[src/rtl/ctrl_pipeline_pkg.sv]
// ctrl_pipeline_pkg
// Shared types and constants for the control pipeline and hazard unit.
//   ex_ctrl_t  - control bits consumed in EX (ALU source, ALUOp, branch/jump)
//   mem_ctrl_t - control bits consumed in MEM (load/store)
//   wb_ctrl_t  - control bits consumed in WB (register write, result select)
//   *_BUBBLE   - all-zero bundles injected on stalls, flushes and reset
//   FWD_*      - EX operand source select encodings
//   ALUOP_*    - controller ALUOp encodings
package ctrl_pipeline_pkg;

  typedef struct packed {
    logic       alusrc;
    logic [1:0] aluop;
    logic       branch;
    logic       jsel;
  } ex_ctrl_t;

  typedef struct packed {
    logic memread;
    logic memwrite;
  } mem_ctrl_t;

  typedef struct packed {
    logic regwrite;
    logic memtoreg;
  } wb_ctrl_t;

  localparam ex_ctrl_t  EX_BUBBLE  = '0;
  localparam mem_ctrl_t MEM_BUBBLE = '0;
  localparam wb_ctrl_t  WB_BUBBLE  = '0;

  localparam logic [1:0] FWD_NONE = 2'b00;
  localparam logic [1:0] FWD_WB   = 2'b01;
  localparam logic [1:0] FWD_MEM  = 2'b10;

  localparam logic [1:0] ALUOP_MEM = 2'b00;
  localparam logic [1:0] ALUOP_BR  = 2'b01;
  localparam logic [1:0] ALUOP_R   = 2'b10;
  localparam logic [1:0] ALUOP_LUI = 2'b11;

endpackage

[src/rtl/ctrl_pipeline_forwarding_unit.sv]
// forwarding_unit
// Purely combinational EX-stage operand forwarding select.
// Ports:
//   ex_rs1, ex_rs2   in   source indices of the instruction in EX
//   mem_rd           in   destination of the instruction in MEM
//   mem_regwrite     in   MEM instruction writes a register
//   wb_rd            in   destination of the instruction in WB
//   wb_regwrite      in   WB instruction writes a register
//   fwd_a, fwd_b     out  source select for operand A / B (FWD_* encoding)
module forwarding_unit
  import ctrl_pipeline_pkg::*;
#(
  parameter int REG_AW = 5
) (
  input  logic [REG_AW-1:0] ex_rs1,
  input  logic [REG_AW-1:0] ex_rs2,
  input  logic [REG_AW-1:0] mem_rd,
  input  logic              mem_regwrite,
  input  logic [REG_AW-1:0] wb_rd,
  input  logic              wb_regwrite,
  output logic [1:0]        fwd_a,
  output logic [1:0]        fwd_b
);

  // The younger result (MEM) wins over the older one (WB); x0 is hardwired
  // to zero so it is never a forwarding source.
  function automatic logic [1:0] select_src(input logic [REG_AW-1:0] src);
    logic [1:0] sel;
    sel = FWD_NONE;
    if (mem_regwrite && (mem_rd != '0) && (mem_rd == src))
      sel = FWD_MEM;
    else if (wb_regwrite && (wb_rd != '0) && (wb_rd == src))
      sel = FWD_WB;
    return sel;
  endfunction

  always_comb begin
    fwd_a = select_src(ex_rs1);
    fwd_b = select_src(ex_rs2);
  end

endmodule

[src/rtl/ctrl_pipeline.sv]
// ctrl_pipeline
// Carries decoded control bits and register indices through ID/EX, EX/MEM
// and MEM/WB, detects load-use hazards, applies redirect flushes, produces
// EX forwarding selects and counts stall/flush events.
// Ports:
//   clk, reset            clock (rising edge), async active-low reset
//   id_*                  decode-stage control bits and register indices
//   ex_redirect           EX-stage branch taken / jump resolved this cycle
//   ex_*                  ID/EX control and indices
//   mem_*                 EX/MEM control and destination
//   wb_*                  MEM/WB control and destination
//   stall, flush          combinational hold-PC/IF-ID and clear-IF-ID
//   fwd_a, fwd_b          combinational EX operand source selects
//   stall_cnt, flush_cnt  saturating event counters
module ctrl_pipeline
  import ctrl_pipeline_pkg::*;
#(
  parameter int REG_AW = 5,
  parameter int CNT_W  = 16
) (
  input  logic              clk,
  input  logic              reset,
  input  logic              id_alusrc,
  input  logic              id_memtoreg,
  input  logic              id_regwrite,
  input  logic              id_memread,
  input  logic              id_memwrite,
  input  logic              id_branch,
  input  logic              id_jsel,
  input  logic [1:0]        id_aluop,
  input  logic [REG_AW-1:0] id_rs1,
  input  logic [REG_AW-1:0] id_rs2,
  input  logic [REG_AW-1:0] id_rd,
  input  logic              ex_redirect,
  output logic              ex_alusrc,
  output logic              ex_branch,
  output logic              ex_jsel,
  output logic              ex_memread,
  output logic              ex_memwrite,
  output logic              ex_regwrite,
  output logic              ex_memtoreg,
  output logic [1:0]        ex_aluop,
  output logic [REG_AW-1:0] ex_rs1,
  output logic [REG_AW-1:0] ex_rs2,
  output logic [REG_AW-1:0] ex_rd,
  output logic              mem_memread,
  output logic              mem_memwrite,
  output logic              mem_regwrite,
  output logic              mem_memtoreg,
  output logic [REG_AW-1:0] mem_rd,
  output logic              wb_regwrite,
  output logic              wb_memtoreg,
  output logic [REG_AW-1:0] wb_rd,
  output logic              stall,
  output logic              flush,
  output logic [1:0]        fwd_a,
  output logic [1:0]        fwd_b,
  output logic [CNT_W-1:0]  stall_cnt,
  output logic [CNT_W-1:0]  flush_cnt
);

  ex_ctrl_t  id_ex_c, ex_ex_c;
  mem_ctrl_t id_mem_c, ex_mem_c, mem_mem_c;
  wb_ctrl_t  id_wb_c, ex_wb_c, mem_wb_c, wb_wb_c;

  logic [REG_AW-1:0] ex_rs1_q, ex_rs2_q, ex_rd_q, mem_rd_q, wb_rd_q;
  logic              hz;
  logic              bubble_ex;

  assign id_ex_c  = '{alusrc: id_alusrc, aluop: id_aluop, branch: id_branch, jsel: id_jsel};
  assign id_mem_c = '{memread: id_memread, memwrite: id_memwrite};
  assign id_wb_c  = '{regwrite: id_regwrite, memtoreg: id_memtoreg};

  // A load in EX whose destination is read by the instruction in ID cannot
  // be forwarded in time; x0 is excluded because it is never really written.
  assign hz = ex_mem_c.memread && (ex_rd_q != '0) &&
              ((ex_rd_q == id_rs1) || (ex_rd_q == id_rs2));

  // A redirect discards the instruction in ID, so it overrides the stall.
  assign flush     = ex_redirect;
  assign stall     = hz && !ex_redirect;
  assign bubble_ex = ex_redirect || hz;

  // ID/EX takes a bubble on hazard or redirect; the later stages always
  // advance so the branch itself and older instructions keep moving.
  always_ff @(posedge clk or negedge reset) begin
    if (!reset) begin
      ex_ex_c   <= EX_BUBBLE;
      ex_mem_c  <= MEM_BUBBLE;
      ex_wb_c   <= WB_BUBBLE;
      ex_rs1_q  <= '0;
      ex_rs2_q  <= '0;
      ex_rd_q   <= '0;
      mem_mem_c <= MEM_BUBBLE;
      mem_wb_c  <= WB_BUBBLE;
      mem_rd_q  <= '0;
      wb_wb_c   <= WB_BUBBLE;
      wb_rd_q   <= '0;
    end else begin
      if (bubble_ex) begin
        ex_ex_c  <= EX_BUBBLE;
        ex_mem_c <= MEM_BUBBLE;
        ex_wb_c  <= WB_BUBBLE;
        ex_rs1_q <= '0;
        ex_rs2_q <= '0;
        ex_rd_q  <= '0;
      end else begin
        ex_ex_c  <= id_ex_c;
        ex_mem_c <= id_mem_c;
        ex_wb_c  <= id_wb_c;
        ex_rs1_q <= id_rs1;
        ex_rs2_q <= id_rs2;
        ex_rd_q  <= id_rd;
      end
      mem_mem_c <= ex_mem_c;
      mem_wb_c  <= ex_wb_c;
      mem_rd_q  <= ex_rd_q;
      wb_wb_c   <= mem_wb_c;
      wb_rd_q   <= mem_rd_q;
    end
  end

  // Event counters stick at all-ones instead of wrapping.
  always_ff @(posedge clk or negedge reset) begin
    if (!reset) begin
      stall_cnt <= '0;
      flush_cnt <= '0;
    end else begin
      if (stall && (stall_cnt != '1))
        stall_cnt <= stall_cnt + CNT_W'(1);
      if (flush && (flush_cnt != '1))
        flush_cnt <= flush_cnt + CNT_W'(1);
    end
  end

  assign ex_alusrc    = ex_ex_c.alusrc;
  assign ex_aluop     = ex_ex_c.aluop;
  assign ex_branch    = ex_ex_c.branch;
  assign ex_jsel      = ex_ex_c.jsel;
  assign ex_memread   = ex_mem_c.memread;
  assign ex_memwrite  = ex_mem_c.memwrite;
  assign ex_regwrite  = ex_wb_c.regwrite;
  assign ex_memtoreg  = ex_wb_c.memtoreg;
  assign ex_rs1       = ex_rs1_q;
  assign ex_rs2       = ex_rs2_q;
  assign ex_rd        = ex_rd_q;
  assign mem_memread  = mem_mem_c.memread;
  assign mem_memwrite = mem_mem_c.memwrite;
  assign mem_regwrite = mem_wb_c.regwrite;
  assign mem_memtoreg = mem_wb_c.memtoreg;
  assign mem_rd       = mem_rd_q;
  assign wb_regwrite  = wb_wb_c.regwrite;
  assign wb_memtoreg  = wb_wb_c.memtoreg;
  assign wb_rd        = wb_rd_q;

  forwarding_unit #(.REG_AW(REG_AW)) u_fwd (
    .ex_rs1       (ex_rs1_q),
    .ex_rs2       (ex_rs2_q),
    .mem_rd       (mem_rd_q),
    .mem_regwrite (mem_wb_c.regwrite),
    .wb_rd        (wb_rd_q),
    .wb_regwrite  (wb_wb_c.regwrite),
    .fwd_a        (fwd_a),
    .fwd_b        (fwd_b)
  );

endmodule

[config.mk]
export PLATFORM = sky130hd
export DESIGN_NAME = ctrl_pipeline
export DESIGN_NICKNAME = d
export VERILOG_FILES = /design/src/rtl/ctrl_pipeline_pkg.sv /design/src/rtl/ctrl_pipeline_forwarding_unit.sv /design/src/rtl/ctrl_pipeline.sv
export SDC_FILE = /design/constraint.sdc
export NUM_CORES = 1
export LEC_CHECK = 0
export BUFFER_PORTS_ARGS = -buffer_cell sky130_fd_sc_hd__buf_2
export CAP_MARGIN = 15
export CORE_ASPECT_RATIO = 1.1
export CORE_UTILIZATION = 30
export CTS_CLUSTER_DIAMETER = 120
export DETAILED_ROUTE_END_ITERATION = 6
export GPL_TIMING_DRIVEN = 0
export HOLD_SLACK_MARGIN = 0.05
export PLACE_DENSITY = 0.54
export REMOVE_ABC_BUFFERS = 1
export SLEW_MARGIN = 15
export SYNTH_ARGS = -nofsm -noshare
export SYNTH_HDL_FRONTEND = slang
export SYNTH_SLANG_ARGS = --single-unit
[constraint.sdc]
create_clock -name clk -period 3.95 [get_ports clk]
set_input_delay 0.395 -clock clk [delete_from_list [all_inputs] [get_ports clk]]
set_output_delay 0.395 -clock clk [all_outputs]
set_load 0.005 [all_outputs]
Word-level counts from Yosys, hierarchy flattened
Index checks and enable logic that the tools add are counted.
{ "word_totals": {"reg_bits": 72, "inputBits": 27, "mem_bits_ro": 0, "ramBits": 0, "memories": 0, "word_cells": 58, "latchBits": 0, "output_inout_bits": 78} }
{ "classes": {"reduce_logical": 17, "n_lt_le_gt_ge": 0, "add_sub_neg": 2, "eq_ne": 8, "n_mux": 10, "bitwise": 0, "n_div": 0, "n_shift": 0, "multipliers": 0} }
{ "op_table": {"columns": ["operator", "count"], "rows": [
  ["adder 16 x 1 -> 16 bit (second input constant)", 2],
  ["!= test 16 bit (second input constant)", 2],
  ["equality test 5 bit", 6],
  ["2-to-1 mux 5 bit", 4],
  ["nonzero test 5 bit", 3],
  ["logical AND 1 bit", 11],
  ["2-to-1 mux 2 bit", 4],
  ["logical OR 1 bit", 2],
  ["2-to-1 mux 1 bit", 2],
  ["logical NOT 1 bit", 1]
]} }

Depth between registers and ports, before layout
Gate-level depths: netlist of run 1.
{ "depth": {"depth_word": 5, "ltp_mapped": 7, "ltp_nobuf": 6} }

Modules after synthesis
From an unflattened synthesis of run 1, not the netlist that was laid out.
{ "hier_totals": {"cells_unflattened": 264, "area_unflattened_um2": 3195.6} }
{ "by_module_without_submodules": {"columns": ["module", "seq_area_each_um2", "instances", "area_each_um2", "cells_per_inst"], "rows": [
  ["ctrl_pipeline", 1801.7, 1, 2937.8, 230],
  ["forwarding_unit", 0.0, 1, 257.7, 34]
]} }

Worst setup path after synthesis of run 1
Ideal clock, no wire load.
{ "synth_timing": {"path_type": "flip-flop to output port", "from": "register mem_rd_q[1] (netlist: mem_rd[1])", "to": "output fwd_a[0]", "arrival_ns": 1.501, "t_required_ns": 3.555, "n_path_buf": 0, "path_stages_with_launch": 5, "slack_ns": 2.054, "cell_sequence": "dfrtp_1 or4_1 o21ai_1 nor4_1 nor4_1"} }
{ "synth_via": {"elab_chain_len": 4, "word_cells_on_any_way": 5, "classes_between": "1 x eq/ne; 1 x mux; 3 x reduce/logical"} }
{ "synth_lines": {"columns": ["element", "line", "text"], "rows": [
  ["start: declaration", "ctrl_pipeline.sv:66", "logic [REG_AW-1:0] ex_rs1_q, ex_rs2_q, ex_rd_q, mem_rd_q, wb_rd_q;"],
  ["start signal: assignment", "ctrl_pipeline.sv:117", "mem_rd_q <= ex_rd_q;"],
  ["nonzero test 5 bit", "ctrl_pipeline_forwarding_unit.sv:30", "if (mem_regwrite && (mem_rd != '0) && (mem_rd == src))"],
  ["logical AND 1 bit", "ctrl_pipeline_forwarding_unit.sv:30", null],
  ["logical AND 1 bit (*)", "ctrl_pipeline_forwarding_unit.sv:30", null],
  ["2-to-1 mux 2 bit (*)", "ctrl_pipeline_forwarding_unit.sv:30", null],
  ["end: declaration", "ctrl_pipeline.sv:56", "output logic [1:0] fwd_a,"]
]} }
Mark *: on every way between the ends. The rest lies on a longest branch, timed or not.

Final worst setup path of run 1
{ "layout_timing": {"from": "register ex_rd_q[4] (netlist: ex_rd[4])", "to": "output stall"} }
{ "layout_via": {"elab_chain_len": 4, "word_cells_on_any_way": 7, "classes_between": "2 x eq/ne; 5 x reduce/logical"} }
{ "layout_lines": {"columns": ["element", "line", "text"], "rows": [
  ["start: declaration", "ctrl_pipeline.sv:66", null],
  ["start signal: assignment", "ctrl_pipeline.sv:113", "ex_rd_q <= id_rd;"],
  ["equality test 5 bit / nonzero test 5 bit (equally long branches)", "ctrl_pipeline.sv:77, ctrl_pipeline.sv:76", null],
  ["logical OR 1 bit / logical AND 1 bit (equally long branches)", "ctrl_pipeline.sv:77, ctrl_pipeline.sv:76", null],
  ["logical AND 1 bit (*)", "ctrl_pipeline.sv:76", "assign hz = ex_mem_c.memread && (ex_rd_q != '0) &&"],
  ["logical AND 1 bit (*)", "ctrl_pipeline.sv:81", "assign stall = hz && !ex_redirect;"],
  ["end: declaration", "ctrl_pipeline.sv:54", "output logic stall,"]
]} }
Marked as above.

==> results of run 1 <==
==> cell families (layout without fill, tap and decap cells) <==
| group | count (synthesis) | in the layout |
|---|---|---|
| AND/OR/NAND/NOR | 112 | 112 |
| XOR/XNOR | 58 | 58 |
| multiplexers | 2 | 2 |
| adder cells (fa/ha/maj) | 2 | 2 |
| buffers and inverters | 9 | 124 |
| AO/OA/AOI/OAI | 12 | 12 |
| flip-flops | 72 | 72 |
==> power breakdown <==
part	internal, W	leakage [nW]	switching [W]	total [W]
combinational	0.000124	0.910	0.000118	0.000243
clock	0.000417	0.113	0.000275	0.000692
sequential	0.000799	0.950	0.0000793	0.000878
total	0.00134	1.97	0.000473	0.00181
==> critical path, cell delays in order, from the launching register on <==
cell and delay [ns]:
dfrtp_1 0.46, xnor2_1 0.21, nand3_1 0.11, o22ai_2 0.69, and2_1 0.22, buf_2 0.11
==> cell usage after synthesis (2+ instances only) <==
cell type  number
nor2_1          9
nand4_1        17
xor2_1         15
or4_1           4
xnor2_1        43
nand2_1        18
nor4_2          2
inv_1           3
a31oi_1         3
and3_1          5
dfrtp_1        72
ha_1            2
and4_1          2
buf_2           2
mux2_1          2
nand3_1        15
and2_1         26
buf_6           2
a21oi_1         3
nor4_1          7
==> layout make-up <==
cell class	instances	area [um2]	area share [%]
clock buffer	10	127.6	3.118
inverter	3	11.26	0.2751
clock inverter	5	106.4	2.599
timing repair buffer	106	560.5	13.70
tap	140	175.2	4.280
sequential	72	1802	44.02
multi-input combinational	186	1310	32.01
==> flip-flops by register name, summed over array words and instances, names as in the netlist, 2 cells and up <==
| signal | cells |
|---|---|
| ex_aluop | 2 |
| ex_rd | 5 |
| mem_rd | 5 |
| stall_cnt | 16 |
| flush_cnt | 16 |
| wb_rd | 5 |
| ex_rs2 | 5 |
| ex_rs1 | 5 |
==> worst max-delay path by stage <==
stage / startpoint / to / slack [ns]
finish: ex_rd[4] / stall / 1.42
global route: ex_rd[4] / stall / 1.23
CTS: ex_rd[3] / stall / 1.37
detailed placement: id_rs2[3] / stall / 1.76
global placement: id_rs2[3] / stall / 1.75
floorplan: mem_rd[1] / fwd_a[0] / 2.05
==> per-stage QoR <==
step                      hold slack, ns  power [W]  util [%]
after detailed placement          0.3440   0.001141     38.18
after global placement            0.3532   0.001126     37.88
after global routing              0.2255   0.001916     40.60
after CTS                         0.2263   0.001844     40.60
final                             0.2504   0.001813     40.60
after floorplan                  0.09941   0.001001         -
==> layer usage <==
layer	share of wire [%]	wire length, um	vias to the layer above	global-route usage (%)
li1	-	-	1147	-
met1	45	3302	1168	18.01
met2	47	3418	74	22.02
met3	6.9	507	9	5.149
met4	1.5	113	0	6.618
met5	0	0	-	0
==> impl_metrics.py, run 1 <==
metrics = {
    "cts": {
        "ctsResizeCount": 0,
        "max-clock-path-buffers": 2,
        "ctsHoldBuffers": 1,
        "cts_root_buf": "clkbuf_8",
        "worst_skew_pair.late_latency_ns": 0.34,
        "h-tree-depth": 3,
        "cts_tree": "yes",
        "cts.sinks": 72,
        "numCtsBuffers": 9,
        "cts_setup_buffers": 0,
        "cts.reportedPaths.clkPinSlew_ns": 0.08,
    },
    "yosys": {
        "synth_compound_area_share_pct": 3.042,
        "synthAdderAreaFrac_pct": 0.7902,
        "netlist_area_um2": 3167,
        "synth-seq-cells": 72,
        "synth-seq-area-share_pct": 56.89,
        "synth_top_flop_cell": "dfrtp_1",
        "synth_area_per_cell_um2": 11.86,
        "synth_cell_types": 35,
        "ys_warn_count": 0,
        "synth-edff-count": 0,
        "synth-xor-area-share_pct": 16.04,
        "muxShareOfSynthArea_pct": 0.7112,
        "synth_top_area_share_pct": 56.89,
        "async_reset_ff_share_pct": 100.0,
        "synth_simple_gate_area_share_pct": 20.78,
        "yosysTopAreaCell": "dfrtp_1",
        "netlist_instances": 267,
        "synthTopCellsByArea": "dfrtp_1 57%, xnor2_1 12%, and2_1 5.1%, xor2_1 4.1%, nand4_1 3.4%",
        "synth_top_family_by_area": "simple AND/OR/NAND/NOR gates",
    },
    "finish": {
        "stdcell_area_um2": 4093,
        "layout_common_cells": "103 x buf_2, 72 x dfrtp_1, 43 x xnor2_1",
        "final_common_cell": "buf_2",
        "drive_above_1_share_pct": 33.77,
        "finalNetCount": 407,
        "fillers": 1032,
        "fin_cells": 522,
        "synthToLayoutAreaGrowth_pct": 29.24,
        "antenna_cells": 0,
    },
    "worst_setup_path": {
        "path_class": "flop to output pin",
        "reg2reg_from": "stall_cnt[0]",
        "worstReg2RegEnd": "stall_cnt[1]",
        "cp-start-kind": "flop",
        "end_kind": "output pin",
        "cp.arrival_ns": 2.14,
        "r2r_slack_ns": 1.80,
        "r2r_cells": 6,
        "critPathMaxFanout": 17,
        "worstPathRequired_ns": 3.56,
    },
    "status": {
        "status": "completed",
    },
    "global_routing": {
        "grt_pass1_wl_mm": 11.79,
        "grt_pass1_vias": 2271,
        "grt_max_degree": 47,
        "track_usage_pct": 14.32,
        "antenna_found_initial": 0,
        "overflow": 0,
    },
    "worst_hold_path": {
        "worstHoldPathType": "input pin to flop",
        "whs_endpoint": "ex_aluop[0]",
        "holdCritStartpoint": "id_aluop[0]",
        "hold_path_depth": 2,
    },
    "timing": {
        "maxSlewHeadroom_pct": 45.41,
        "setup_viol": 0,
        "tightestPinTransition_ns": 0.8189,
        "fmax_ghz": 0.3949,
        "drv_slew": 0,
        "clock_skew_ns": 0.01026,
        "fin_crit_sh_pct": 64.10,
        "setup_tns_ns": 0,
        "min_period_ns": 2.532,
        "rsz0062_at_grt": "no",
        "hold_viol": 0,
        "setup_ws_ns": 1.418,
    },
    "floorplanning": {
        "die_y_um": 109.8,
        "die_w_um": 99.96,
        "initial_core_util_pct": 31.42,
        "ios": 105,
        "fp-row-count": 38,
        "dieArea_um2": 10970,
        "core-area_um2": 10080,
    },
    "placement": {
        "dp.cells": 506,
        "port_buffers": 104,
        "gp_congestion": 0.7320,
        "pre_cts_slack_ns": 1.757,
        "placed_cell_area_um2": 3849,
        "dp_hpwl_mm": 5.430,
    },
    "route": {
        "drt_wl_total_mm": 7.342,
        "wire_per_inst_um": 14.07,
        "vias_per_cell": 4.594,
        "drcViolationCount": 0,
        "first_iter_violations": 72,
        "drtPass1Iterations": 4,
        "vias": 2398,
        "antenna_left": 0,
    },
    "power_and_ir_drop": {
        "power_leakage_nw": 1.972,
        "power_density_nw_per_um2": 443.0,
        "ir_worst_vdd_uv": 283.0,
    },
    "flow_run": {
        "maxCapViolations": 0,
    },
}
No activity file was read; power rests on OpenSTA's default activity.
==> run 2, diff against run 1 <==
--- a/config.mk
+++ b/config.mk
@@ -5,6 +5,7 @@
 export SDC_FILE = /design/constraint.sdc
 export NUM_CORES = 1
 export LEC_CHECK = 0
+export ABC_AREA = 1
 export BUFFER_PORTS_ARGS = -buffer_cell sky130_fd_sc_hd__buf_2
 export CAP_MARGIN = 15
 export CORE_ASPECT_RATIO = 1.1
@@ -13,7 +14,7 @@
 export DETAILED_ROUTE_END_ITERATION = 6
 export GPL_TIMING_DRIVEN = 0
 export HOLD_SLACK_MARGIN = 0.05
-export PLACE_DENSITY = 0.54
+export PLACE_DENSITY = 0.55
 export REMOVE_ABC_BUFFERS = 1
 export SLEW_MARGIN = 15
 export SYNTH_ARGS = -nofsm -noshare
==> constraint.sdc (replaced) <==
create_clock -name clk -period 2.1 [get_ports clk]
set_input_delay 0.21 -clock clk [delete_from_list [all_inputs] [get_ports clk]]
set_output_delay 0.21 -clock clk [all_outputs]
set_load 0.005 [all_outputs]
==> run 2 against run 1 <==
Routed wire length rose by 11%. Register-to-register slack got worse by 1.6 ns. Non-clock buffer count did not move. Setup slack got worse by 1.2 ns. Clock skew fell by 0.0073 ns. Clock power rose by 120%. Synthesized area rose by 10%. Sequential cell count did not move. Via count rose by 22%.
==> impl_metrics.py, run 2 <==
metrics = {
    "status": {
        "status": "completed",
    },
    "timing": {
        "setup_viol": 0,
        "min_period_ns": 1.855,
        "setup_tns_ns": 0,
        "drv_slew": 0,
        "clock_skew_ns": 0.002978,
        "fmax_ghz": 0.5390,
        "tightestPinTransition_ns": 0.5136,
        "fin_crit_sh_pct": 88.35,
        "maxSlewHeadroom_pct": 65.64,
        "rsz0062_at_grt": "no",
        "hold_viol": 0,
    },
    "worst_setup_path": {
        "cp_top_family": "simple AND/OR/NAND/NOR gates",
        "cp_num_buf_inv": 0,
        "critPathMaxFanout": 16,
        "path_class": "flop to flop",
        "worstPathCellList": "ha_1 -> nand2_2 -> nor2_4 -> nand3_1 -> or2_4 -> nand4_4 -> nand2_1 -> nand2_1",
        "reg2reg_from": "stall_cnt[0]",
        "cp-startpoint": "stall_cnt[0]",
        "worstPathRequired_ns": 2.37,
        "path_common_cell": "nand2_1",
        "slowest_delay_ns": 0.48,
        "end_kind": "flop",
        "cp-start-kind": "flop",
        "cp_slowest_cell": "dfrtp_1",
        "cp.arrival_ns": 2.12,
    },
    "finish": {
        "fin_cells": 673,
        "top_regs": "flush_cnt x16, stall_cnt x16",
        "finalNetCount": 550,
        "fin_util_pct": 40.41,
        "stdcell_area_um2": 4489,
        "drive_above_1_share_pct": 26.05,
        "synthToLayoutAreaGrowth_pct": 28.93,
        "layout_common_cells": "113 x nand2_1, 103 x buf_2, 72 x dfrtp_1",
        "final_common_cell": "nand2_1",
        "antenna_cells": 0,
    },
    "route": {
        "vias": 2923,
        "first_iter_violations": 66,
        "wire_per_inst_um": 12.10,
        "antenna_left": 0,
        "vias_per_cell": 4.343,
        "drtPass1Iterations": 4,
        "drcViolationCount": 0,
        "drt_wl_total_mm": 8.142,
    },
    "cts": {
        "h-tree-depth": 3,
        "cts_tree": "yes",
        "numCtsBuffers": 9,
        "worst_skew_pair.late_latency_ns": 0.33,
        "cts.reportedPaths.clkPinSlew_ns": 0.06,
        "cts.sinks": 72,
        "cts_setup_buffers": 0,
        "max-clock-path-buffers": 2,
        "cts_root_buf": "clkbuf_16",
    },
    "placement": {
        "dp_hpwl_mm": 6.169,
        "placed_cell_area_um2": 4179,
        "port_buffers": 104,
        "dp.cells": 656,
        "gp_congestion": 0.8482,
    },
    "floorplanning": {
        "ios": 105,
        "initial_core_util_pct": 31.34,
        "die_w_um": 104.7,
        "fp-row-count": 40,
        "core-area_um2": 11110,
        "die_y_um": 115.0,
        "dieArea_um2": 12040,
    },
    "global_routing": {
        "grt_pass1_wl_mm": 13.89,
        "overflow": 0,
        "antenna_found_initial": 0,
        "track_usage_pct": 14.62,
        "grt_pass1_vias": 2903,
        "grt_max_degree": 43,
    },
    "worst_hold_path": {
        "worstHoldPathType": "input pin to flop",
        "holdCritStartpoint": "id_jsel",
    },
    "power_and_ir_drop": {
        "ir_worst_vdd_uv": 376.3,
        "power_density_nw_per_um2": 799.4,
        "total_power_w": 0.003589,
        "power_leakage_nw": 2.445,
    },
    "yosys": {
        "synthTopCellsByArea": "dfrtp_1 52%, nand2_1 12%, xor2_1 6.3%, nor2_1 5.9%, xnor2_1 5.8%",
        "ys_warn_count": 0,
        "netlist_area_um2": 3482,
        "synth-edff-count": 0,
        "synth_area_per_cell_um2": 8.514,
        "netlist_instances": 409,
        "synth-seq-cells": 72,
        "yosysTopAreaCell": "dfrtp_1",
        "synth_most_common_cell": "nand2_1",
        "synth_common_cells": "114 x nand2_1, 72 x dfrtp_1, 55 x nor2_1, 50 x inv_1, 25 x xor2_1",
        "synth_top_area_share_pct": 51.74,
        "synth-seq-area-share_pct": 51.74,
        "async_reset_ff_share_pct": 100.0,
        "synth_cell_types": 24,
        "synth_top_flop_cell": "dfrtp_1",
    },
    "flow_run": {
        "maxCapViolations": 0,
    },
}
==> run 2: cell type report <==
type                    instances  area [um2]
clock buffers                   9       225.2
flip-flops and latches         72        1802
well taps                     147       183.9
repair buffers                106       560.5
fillers                      1153        6621
clock inverters                 7       72.57
multi-input cells             274        1428
inverters                      58       217.7
==> run 2: cell families after synthesis <==
kind of cell    share of synthesized area [%]
flops                                   51.74
simple gates                            27.56
fa+ha+maj                              0.7185
xor+xnor                                12.07
buf+inv                                 7.330
compound gates                         0.5749
==> run 2: worst paths after layout <==
| path | end | depth (start not counted) | slack, ns |
|---|---|---|---|
| hold reg to reg | mem_regwrite | 0 | 0.37 |
| max in group asynchronous | mem_rd[3] | 3 | 1.20 |
| setup / recovery | stall_cnt[12] | 8 | 0.24 |
| min in group asynchronous | stall_cnt[5] | 2 | 0.35 |
| hold / removal | ex_jsel | 3 | 0.08 |
| setup reg to reg | stall_cnt[12] | 8 | 0.24 |
==> run 2: layer usage <==
metal	part of all wire, %	GRT usage (%)
met4	2.2	7.418
met2	47	23.71
met3	4.1	2.551
met5	0	0
met1	47	18.93
==> run 2: power breakdown <==
part | internal (W) | leakage [nW] | switching [W]
Sequential | 0.00150 | 0.943 | 0.000142
Combinational | 0.000214 | 1.36 | 0.000227
Clock | 0.000918 | 0.141 | 0.000586
==> run 2: worst min-delay path, stage by stage <==
cell    delay, ns
buf_2        0.09
inv_1        0.04
nor2_1       0.03
==> run 2: repair_timing <==
action / 4_1_cts / 5_1_grt
endpoints found under the hold margin: 30 / 0
setup endpoints to repair: 0 / 24
hold buffers: 1 / 0
resized for setup: 0 / 1
==> run 2: through the flow <==
stage          hold slack (ns)  setup WS [ns]
2_1_floorplan         -0.08559         0.4923
3_3_place_gp            0.3526         0.1207
3_5_place_dp            0.1734         0.1018
4_1_cts                0.06584        0.09980
5_1_grt                0.08146        0.02685
6_report               0.07864         0.2446
